[config.mk]
export PLATFORM = sky130hd
export DESIGN_NAME = serial_subtractor
export DESIGN_NICKNAME = d
export VERILOG_FILES = /design/src/rtl/serial_subtractor.sv
export SDC_FILE = /design/constraint.sdc
export NUM_CORES = 1
export LEC_CHECK = 0
export CAP_MARGIN = 40
export CORE_ASPECT_RATIO = 1.1
export CORE_MARGIN = 4
export CORE_UTILIZATION = 55
export DETAILED_ROUTE_END_ITERATION = 10
export GPL_TIMING_DRIVEN = 0
export PLACE_DENSITY = 0.83
export SLEW_MARGIN = 25
export SYNTH_ARGS = -nofsm -noshare
export SYNTH_HDL_FRONTEND = slang
export SYNTH_SLANG_ARGS = --single-unit
[constraint.sdc]
create_clock -name clk -period 2.9 [get_ports clk]
set_clock_uncertainty 0.1 [all_clocks]
set_input_delay 0.87 -clock clk [delete_from_list [all_inputs] [get_ports clk]]
set_output_delay 0.87 -clock clk [all_outputs]
set_load 0.02 [all_outputs]
[src/rtl/serial_subtractor.sv]
`default_nettype none
// ============================================================================
//  Module      : serial_subtractor
//  Description : Bit-serial two's-complement subtractor, D = A - B, LSB first.
//                One full-subtractor cell plus a registered borrow processes
//                one bit per clock. Operands are latched on an accepted start,
//                the operation runs for WIDTH cycles, and the registered
//                result is presented with borrow, overflow and zero flags.
//  Revision    : 1.0 - initial release
// ============================================================================
module serial_subtractor #(
  parameter int WIDTH = 8
) (
  input  logic             clk,
  input  logic             rst_n,
  input  logic             start,
  input  logic [WIDTH-1:0] A,
  input  logic [WIDTH-1:0] B,
  output logic             busy,
  output logic             done,
  output logic [WIDTH-1:0] D,
  output logic             Bo,
  output logic             V,
  output logic             Z
);

  // Counter only needs to reach WIDTH-1; $clog2(WIDTH) >= 1 for WIDTH >= 2.
  localparam int            CNT_W = $clog2(WIDTH);
  localparam logic [CNT_W-1:0] LAST_BIT = CNT_W'(WIDTH - 1);

  typedef enum logic [1:0] {
    S_IDLE = 2'd0,
    S_RUN  = 2'd1,
    S_DONE = 2'd2
  } state_t;

  state_t           state;
  logic [WIDTH-1:0] sa;        // minuend shift register, consumed LSB first
  logic [WIDTH-1:0] sb;        // subtrahend shift register, consumed LSB first
  logic [WIDTH-1:0] res;       // result shift register, filled from the MSB end
  logic             br;        // borrow carried between bit positions
  logic [CNT_W-1:0] cnt;       // index of the bit processed on the next edge
  logic             sign_a;    // operand signs captured at accept for overflow
  logic             sign_b;

  logic             diff_bit;
  logic             borrow_next;
  logic [WIDTH-1:0] res_next;

  // Full-subtractor cell on the current bit pair and the running borrow.
  assign diff_bit    = sa[0] ^ sb[0] ^ br;
  assign borrow_next = (~sa[0] & sb[0]) | (~(sa[0] ^ sb[0]) & br);
  // After WIDTH shifts bit 0 has travelled all the way down to res[0].
  assign res_next    = {diff_bit, res[WIDTH-1:1]};

  // Control FSM, datapath shifting and registered result/flag outputs.
  always_ff @(posedge clk or negedge rst_n) begin
    if (!rst_n) begin
      state  <= S_IDLE;
      sa     <= '0;
      sb     <= '0;
      res    <= '0;
      br     <= 1'b0;
      cnt    <= '0;
      sign_a <= 1'b0;
      sign_b <= 1'b0;
      busy   <= 1'b0;
      done   <= 1'b0;
      D      <= '0;
      Bo     <= 1'b0;
      V      <= 1'b0;
      Z      <= 1'b0;
    end else begin
      case (state)
        S_IDLE, S_DONE: begin
          // DONE is a single-cycle state; start here gives back-to-back ops.
          done <= 1'b0;
          if (start) begin
            sa     <= A;
            sb     <= B;
            res    <= '0;
            br     <= 1'b0;
            cnt    <= '0;
            sign_a <= A[WIDTH-1];
            sign_b <= B[WIDTH-1];
            busy   <= 1'b1;
            state  <= S_RUN;
          end else begin
            busy   <= 1'b0;
            state  <= S_IDLE;
          end
        end

        S_RUN: begin
          // start is deliberately ignored here; the in-flight op is protected.
          sa  <= sa >> 1;
          sb  <= sb >> 1;
          br  <= borrow_next;
          res <= res_next;
          cnt <= cnt + 1'b1;
          if (cnt == LAST_BIT) begin
            // Results and flags only ever change on this edge.
            busy  <= 1'b0;
            done  <= 1'b1;
            D     <= res_next;
            Bo    <= borrow_next;
            Z     <= (res_next == '0);
            V     <= (sign_a ^ sign_b) & (res_next[WIDTH-1] ^ sign_a);
            state <= S_DONE;
          end
        end

        default: begin
          busy  <= 1'b0;
          done  <= 1'b0;
          state <= S_IDLE;
        end
      endcase
    end
  end

endmodule
`default_nettype wire
==> results of run 1 <==
synth_stat cells (all sizes together):
cell,count
a21oi,3
a22o,10
and2b,1
and3b,1
buf,8
clkbuf,2
dfrtp,43
fa,2
ha,2
inv,5
mux2,8
nand2,10
nand2b,2
nand3,1
nand3b,1
nor2,14
nor2b,1
nor3,12
nor4,2
o21ai,5
o22ai,14
o2bb2ai,2
o31ai,1
cells in the final DEF (no fill, tap or decap), drive strengths merged, types with 2 or more instances in the layout:
master,n
buf,10
nor4,2
mux2,8
ha,2
fa,2
clkbuf,8
o22ai,14
a22o,10
bufinv,2
a21oi,3
o21ai,5
nor3,12
nand2b,2
clkdlybuf4s50,30
nand2,10
inv,5
nor2,14
dfrtp,43
o2bb2ai,2
registers in the layout (all words and copies together), names as in the netlist:
name and cells:
Bo 1, D 8, V 1, Z 1, br 1, busy 1, cnt 3, done 1
res 7, sa 8, sb 8, sign_a 1, sign_b 1, state 1
final cells by class:
type	instances	area [um^2]	area share [%]
Clock inverter	2	60.1	2.63
Tap cell	34	42.5	1.86
Clock buffer	6	41.3	1.81
Buffer	10	80.1	3.50
Timing Repair Buffer	32	333	14.6
Multi-Input combinational cell	92	636	27.8
Sequential cell	43	1080	47.0
Inverter	5	18.8	0.821
metal layers:
layer	global-route usage (%)	vias up	routed length (um)	part of all wire, %
li1	-	612	-	-
met1	23.1	648	1480	40
met2	34.6	49	1900	52
met3	6.24	13	193	5.3
met4	8.54	0	91	2.5
met5	0	-	0	0
where the power goes:
part,total (mW),leakage [nW],switching [mW],internal (mW)
logic,1.17,0.448,0.602,0.563
clock network,0.456,0.0525,0.187,0.269
registers,1.07,0.526,0.187,0.881
per-stage QoR:
| stage | setup WS (ns) | power, mW |
|---|---|---|
| 2_1_floorplan | 1.19 | 1.83 |
| 3_3_place_gp | -0.129 | 2.17 |
| 3_5_place_dp | 0.603 | 2.25 |
| 4_1_cts | 0.525 | 2.71 |
| 5_1_grt | 0.484 | 2.88 |
| 6_report | 0.550 | 2.69 |
worst paths after layout:
| path | start | endpoint | slack, ns | cells past startpoint |
|---|---|---|---|---|
| setup / recovery | done | done | 0.55 | 1 |
| hold / removal | rst_n | sa[1] | 0.39 | 1 |
| setup reg to reg | cnt[0] | D[3] | 1.21 | 5 |
| hold reg to reg | Z | Z | 0.40 | 2 |
| max in group asynchronous | rst_n | D[5] | 1.82 | 2 |
| min in group clk | Z | Z | 0.40 | 2 |
logic make-up (layout without fill, tap and decap cells):
kind of cell / count (synthesis) / in the layout
AOI/OAI and AO/OA: 35 / 35
adders and majority gates: 4 / 4
buffers and inverters: 15 / 55
DFF: 43 / 43
muxes: 8 / 8
and+or+nand+nor: 45 / 45
==> impl_metrics.yaml, run 1 <==
synthesis:
  muxShareOfSynthArea_pct: 4.98
  yosys.area_share.adder_pct: 3.59
  ys_ff_latch: 43
  synth-compound-area-share_pct: 13.3
  synth_xor_area_share_pct: 0
  synth.top_cell.area_share_pct: 59.4
  yosysSeqAreaShare_pct: 59.4
  synth_top_area_cell: "dfrtp_1"
  ys_top_cells_by_area: "dfrtp_1 (59%), a22o_1 (4.8%), o22ai_1 (4.8%), nor3_1 (3.3%), mux2_2 (3.1%)"
  synth.net_count: 173
  synthDistinctLibCells: 27
  synth_top_family_by_area: "compound AO/OA/AOI/OAI gates"
  syn_inst: 150
  syn_area_per_cell_um2: 12.1
  synth_simple_gate_area_share_pct: 13.3
  syn_area_um2: 1810
  synth_warnings: 0
pwr:
  irDropWorstVdd_v: 0.000583
  p_leak_nw: 1.03
  p_per_area_nw_per_um2: 1180
critical_path:
  startpoint_type: "flop"
  crit_path_end_kind: "output port"
  crit_family: "buffers and inverters"
  cp_slowest_stage_delay_ns: 0.62
  crit_chain: "clkdlybuf4s50_1"
  critical_path_class: "flop to output port"
  critPathBufInv: 1
  required_ns: 1.93
  cpMaxStageDelayCell: "clkdlybuf4s50_1"
  arrival_ns: 1.38
  cp_max_fo: 4
layout:
  antenna_cells: 0
  area_growth_pct: 26.3
  fin_nets: 212
  final_cells: 224
  final_area_um2: 2290
  layout-drive-gt1-share_pct: 13.2
  fillers: 241
  utilization_pct: 73.8
sta:
  fin_hold_ws_ns: 0.389
  setup_viol: 0
  grt_setup_unrepaired: "no"
  worst_pin_slew_ns: 0.558
  period_needed_ns: 2.35
  post-route-period-util_pct: 81.0
  clock.fmax_mhz: 426
  slew_violations: 0
  hold_viol: 0
  finalSetupTns_ns: 0
  slew_headroom_pct: 62.8
drt:
  drt-wirelength-per-cell_um: 16.4
  drc_errors: 0
  drt_iter0_drc: 58
  via_count: 1322
  wl_mm: 3.67
  ant_nets: 0
  vias_per_cell: 5.90
  drt_pass1_iterations: 4
floorplan:
  die_x_um: 62.7
  core_region_area_um2: 3100
  fp-row-count: 21
  start_util_pct: 58.4
  io_pins: 32
  dieArea_um2: 4270
  die_y_um: 68.2
clock_network:
  clock-root-buffer: "clkbuf_4"
  cts_buffer_depth: 2
  insertion_delay_ns: 0.35
  h-tree-depth: 2
  clock_sinks: 43
  tritoncts: "built"
  cts_resized: 0
  cts_inserted_buffers: 5
  clk_pin_slew_ns: 0.13
  post_cts_buffers: 0
  ctsHoldBuffers: 0
grt:
  grt_max_degree: 24
  grt_pass1_vias: 1437
  gr-total-overflow: 0
  grtUsageTotal_pct: 19.9
  grt_pass1_wl_mm: 6.43
  antenna_found_initial: 0
placement:
  port_buffers: 31
  dpl.cell_count: 216
  dp_hpwl_mm: 2.71
  placed_cell_area_um2: 2190
  gp_congestion: 0.822
min_path:
  min_path_type: "input pin to asynchronous set/reset pin"
flow_run:
  maxCapViolations: 0
status:
  status: "finished clean"
Note: power is estimated with default switching activity, not from simulation.
==> run 2: changes to the inputs <==
CORE_UTILIZATION = 46   (was 55)
PLACE_DENSITY = 0.74   (was 0.83)
clock period = 1.9 ns   (was 2.9 ns; I/O delays follow)
==> impl_metrics.yaml, run 2 (synthesis results as in run 1) <==
clock_network:
  h-tree-depth: 2
  clk_pin_slew_ns: 0.08
  tritoncts: "built"
  post_cts_buffers: 0
  cts_resized: 13
  cts_inserted_buffers: 5
  clock-root-buffer: "clkbuf_8"
  clock_sinks: 43
  cts_buffer_depth: 2
  ctsHoldBuffers: 0
  insertion_delay_ns: 0.30
layout:
  reg_top3: "D (8), sa (8), sb (8)"
  area_growth_pct: 25.4
  layout_common_cells: "dfrtp_1 (43), clkdlybuf4s50_1 (17), o22ai_1 (14), nor2_1 (13), dlygate4sd2_1 (13)"
  final_cells: 239
  multi_input_area_um2: 636
  layout-drive-gt1-share_pct: 13.2
  seq_area_um2: 1080
  antenna_cells: 0
  fin_nets: 212
  fillers: 319
  final_area_um2: 2270
  final_common_cell: "dfrtp_1"
  utilization_pct: 61.1
placement:
  port_buffers: 31
  dpl.cell_count: 232
  gp_congestion: 0.892
  post-place-ws_ns: -0.116
  placed_cell_area_um2: 2200
  dp_hpwl_mm: 2.78
grt:
  grt_pass1_vias: 1374
  grt_max_degree: 30
  grt_pass1_wl_mm: 6.42
  grtUsageTotal_pct: 17.6
  antenna_found_initial: 0
  gr-total-overflow: 0
critical_path:
  required_ns: 1.23
  crit_path_end_kind: "output port"
  crit_chain: "dlygate4sd2_1"
  cp_slowest_stage_delay_ns: 0.42
  crit_family: "flip-flops"
  rrSetupSlack_ns: 0.22
  startpoint_type: "flop"
  arrival_ns: 1.04
  cpMaxStageDelayCell: "dfrtp_1"
  critical_path_class: "flop to output port"
  cp_max_fo: 4
  critPathBufInv: 1
floorplan:
  fp-row-count: 23
  die_y_um: 73.8
  die_x_um: 67.8
  dieArea_um2: 5000
  start_util_pct: 48.8
  core_region_area_um2: 3710
  io_pins: 32
min_path:
  min_path_type: "input pin to asynchronous set/reset pin"
sta:
  fin_hold_ws_ns: 0.0823
  hold_viol: 0
  fin_ws_ns: 0.187
  finalSetupTns_ns: 0
  worst_pin_slew_ns: 0.433
  slew_headroom_pct: 71.1
  grt_setup_unrepaired: "no"
  setup_viol: 0
  clock.fmax_mhz: 584
  slew_violations: 0
  period_needed_ns: 1.71
  post-route-period-util_pct: 90.2
drt:
  via_count: 1332
  drt-wirelength-per-cell_um: 15.5
  wl_mm: 3.71
  highest_layer: "met4"
  vias_per_cell: 5.57
  wl_met3_um: 213
  drc_errors: 0
  drt_pass1_iterations: 4
  met2_length_mm: 1.96
  drt_iter0_drc: 65
  route.layer.met1.wl_mm: 1.49
  ant_nets: 0
pwr:
  p_total_mw: 3.88
  p_per_area_nw_per_um2: 1710
  irDropWorstVdd_v: 0.000630
  p_leak_nw: 1.05
status:
  status: "finished clean"
flow_run:
  maxCapViolations: 0
## run 2: cell count changes in the layout (fill, tap and decap cells not counted), moves of 2 or more
cell / before / now
bufinv_16: 2 / 0
clkbuf_4: 5 / 0
clkbuf_8: 0 / 6
clkdlybuf4s50_1: 30 / 17
dlygate4sd2_1: 0 / 13
## run 2: per-layer routing
layer | vias to the layer above | GRT usage [%]
li1 | 611 | -
met1 | 659 | 20.9
met2 | 54 | 30.3
met3 | 8 | 5.05
met4 | 0 | 5.96
met5 | - | 0
## run 2: cell type report
class	instances	area share, %
Timing Repair Buffer	32	13.6
Tap cell	50	2.76
Multi-Input combinational cell	92	28.0
Clock buffer	6	3.64
Inverter	5	0.827
Buffer	10	3.53
Clock inverter	1	0.221
Sequential cell	43	47.4
## run 2: worst paths after layout
kind                              from      to  depth (start not counted)
worst min register to register       V       V                          2
max in group asynchronous        rst_n      br                          2
min in group clk                     V       V                          2
worst max-delay path              done    done                          1
worst max register to register  cnt[0]    D[4]                          5
worst min-delay path             rst_n  sign_b                          1
## run 2: where the power goes
group          total (mW)  switching (mW)  internal [mW]
combinational        1.66           0.889          0.768
clock               0.579           0.294          0.285
sequential           1.64           0.292           1.35
total                3.88            1.47           2.40
==> run 3: changes to the inputs <==
SKIP_CTS_REPAIR_TIMING = 1   (was not set)
SLEW_MARGIN = not set   (was 25)
==> impl_metrics.yaml, run 3 (synthesis results as in run 1) <==
clock_network:
  cts_inserted_buffers: 5
  insertion_delay_ns: 0.30
  clock_sinks: 43
  cts_buffer_depth: 2
  tritoncts: "built"
  h-tree-depth: 2
  clock-root-buffer: "clkbuf_8"
  clk_pin_slew_ns: 0.08
layout:
  antenna_cells: 0
  reg_top3: "D (8), sa (8), sb (8)"
  area_growth_pct: 28.1
  final_area_um2: 2320
  fillers: 301
  layout-drive-gt1-share_pct: 13.2
  multi_input_area_um2: 636
  layout_common_cells: "dfrtp_1 (43), clkdlybuf4s50_1 (17), o22ai_1 (14), nor2_1 (13), dlymetal6s2s_1 (13)"
  seq_area_um2: 1080
  fin_nets: 212
  final_common_cell: "dfrtp_1"
sta:
  worst_pin_slew_ns: 0.427
  grt_setup_unrepaired: "no"
  finalSetupTns_ns: 0
  slew_violations: 0
  post-route-period-util_pct: 89.5
  clock.fmax_mhz: 588
  slew_headroom_pct: 71.5
  period_needed_ns: 1.70
  setup_viol: 0
  hold_viol: 0
critical_path:
  critical_path_class: "input pin to flop"
  crit_family: "buffers and inverters"
  cp_slowest_stage_delay_ns: 0.49
  crit_path_end_kind: "flop"
  crit_path_frequent_cell: "buf_6"
  arrival_ns: 1.78
  path_depth: 6
  required_ns: 1.98
  critPathBufInv: 3
  rr_startpoint: "cnt[0]"
  cp_max_fo: 10
  timing.rr.end: "D[4]"
  crit_chain: "clkdlybuf4s50_1 -> nor2b_1 -> buf_6 -> nor2_8 -> buf_6 -> a22o_1"
  cpMaxStageDelayCell: "clkdlybuf4s50_1"
  rrSetupSlack_ns: 0.22
  startpoint_type: "input pin"
  rr_worst_depth: 5
floorplan:
  start_util_pct: 48.8
  die_x_um: 67.8
  fp-row-count: 23
  io_pins: 32
  die_y_um: 73.8
  dieArea_um2: 5000
  core_region_area_um2: 3710
grt:
  grtUsageTotal_pct: 17.6
  grt_pass1_vias: 1374
  use_met1_pct: 20.9
  grt_max_degree: 30
  grt-busiest-layer: "met2"
  use_met3_pct: 5.05
  grtUsageMet2_pct: 30.3
  gr-total-overflow: 0
  antenna_found_initial: 0
  grt_pass1_wl_mm: 6.42
pwr:
  p_int_mw: 2.46
  power.share.clock_pct: 14.7
  p_leak_nw: 1.17
  pwr-share-seq_pct: 41.7
  p_sw_mw: 1.48
  combPwrFrac_pct: 43.6
  sw_frac_of_total_pct: 37.5
  irDropWorstVdd_v: 0.000630
  p_per_area_nw_per_um2: 1700
drt:
  drt_iter0_drc: 68
  wl_mm: 3.74
  drt_pass1_iterations: 4
  drt-wirelength-per-cell_um: 15.7
  ant_nets: 0
  drc_errors: 0
  via_count: 1314
  vias_per_cell: 5.50
placement:
  gp_congestion: 0.892
  dp_hpwl_mm: 2.78
  placed_cell_area_um2: 2200
  port_buffers: 31
min_path:
  min_path_type: "input pin to asynchronous set/reset pin"
status:
  status: "finished clean"
flow_run:
  maxCapViolations: 0
-- run 3: worst max-delay path by stage --
stage                        end  slack (ns)    from
after floorplan             D[3]        0.34  cnt[0]
after global placement     sb[6]       -0.84   rst_n
after detailed placement  res[4]       -0.12   start
after CTS                   done       -0.11    done
after global routing       sa[5]        0.14   start
final                     res[4]        0.20   start
-- run 3: area by class of cell --
| class | instances | area share, % |
|---|---|---|
| plain buffers | 10 | 3.45 |
| well taps | 50 | 2.70 |
| multi-input cells | 92 | 27.4 |
| clock buffers | 6 | 3.56 |
| flip-flops and latches | 43 | 46.4 |
| clock inverters | 1 | 0.216 |
| repair buffers | 32 | 15.4 |
| inverters | 5 | 0.809 |
-- run 3: per-layer routing --
| layer | vias to the layer above | wire, um |
|---|---|---|
| li1 | 610 | - |
| met1 | 646 | 1500 |
| met2 | 50 | 1960 |
| met3 | 8 | 228 |
| met4 | 0 | 53 |
| met5 | - | 0 |
-- run 3: worst register-to-register path: cells and delay by family (launching register included) --
kind,cells,cell delay (ns)
and+or+nand+nor,1,0.15
muxes,1,0.33
adders and majority gates,2,0.43
DFF,1,0.40
buffers and inverters,1,0.16
-- run 3: power by group through the flow --
stage,registers (mW),logic [mW],clock network (mW)
after floorplan,1.73,1.07,0
after global placement,1.63,1.69,0
after detailed placement,1.66,1.77,0
after CTS,1.65,1.77,0.599
after global routing,1.69,1.92,0.637
final,1.64,1.72,0.581
-- run 3: metrics by stage --
stage                     worst slack (ns)  hold WS [ns]  util, %  total power [mW]  std cells
after floorplan                      0.339         0.174        -              2.80        150
final                                0.200        0.0832     62.5              3.94        239
after global routing                 0.137        0.0961     62.5              4.25        239
after detailed placement            -0.116         0.376     59.2              3.43        232
after CTS                           -0.110        0.0817     61.6              4.02        239
after global placement              -0.844         0.360     58.8              3.31        231
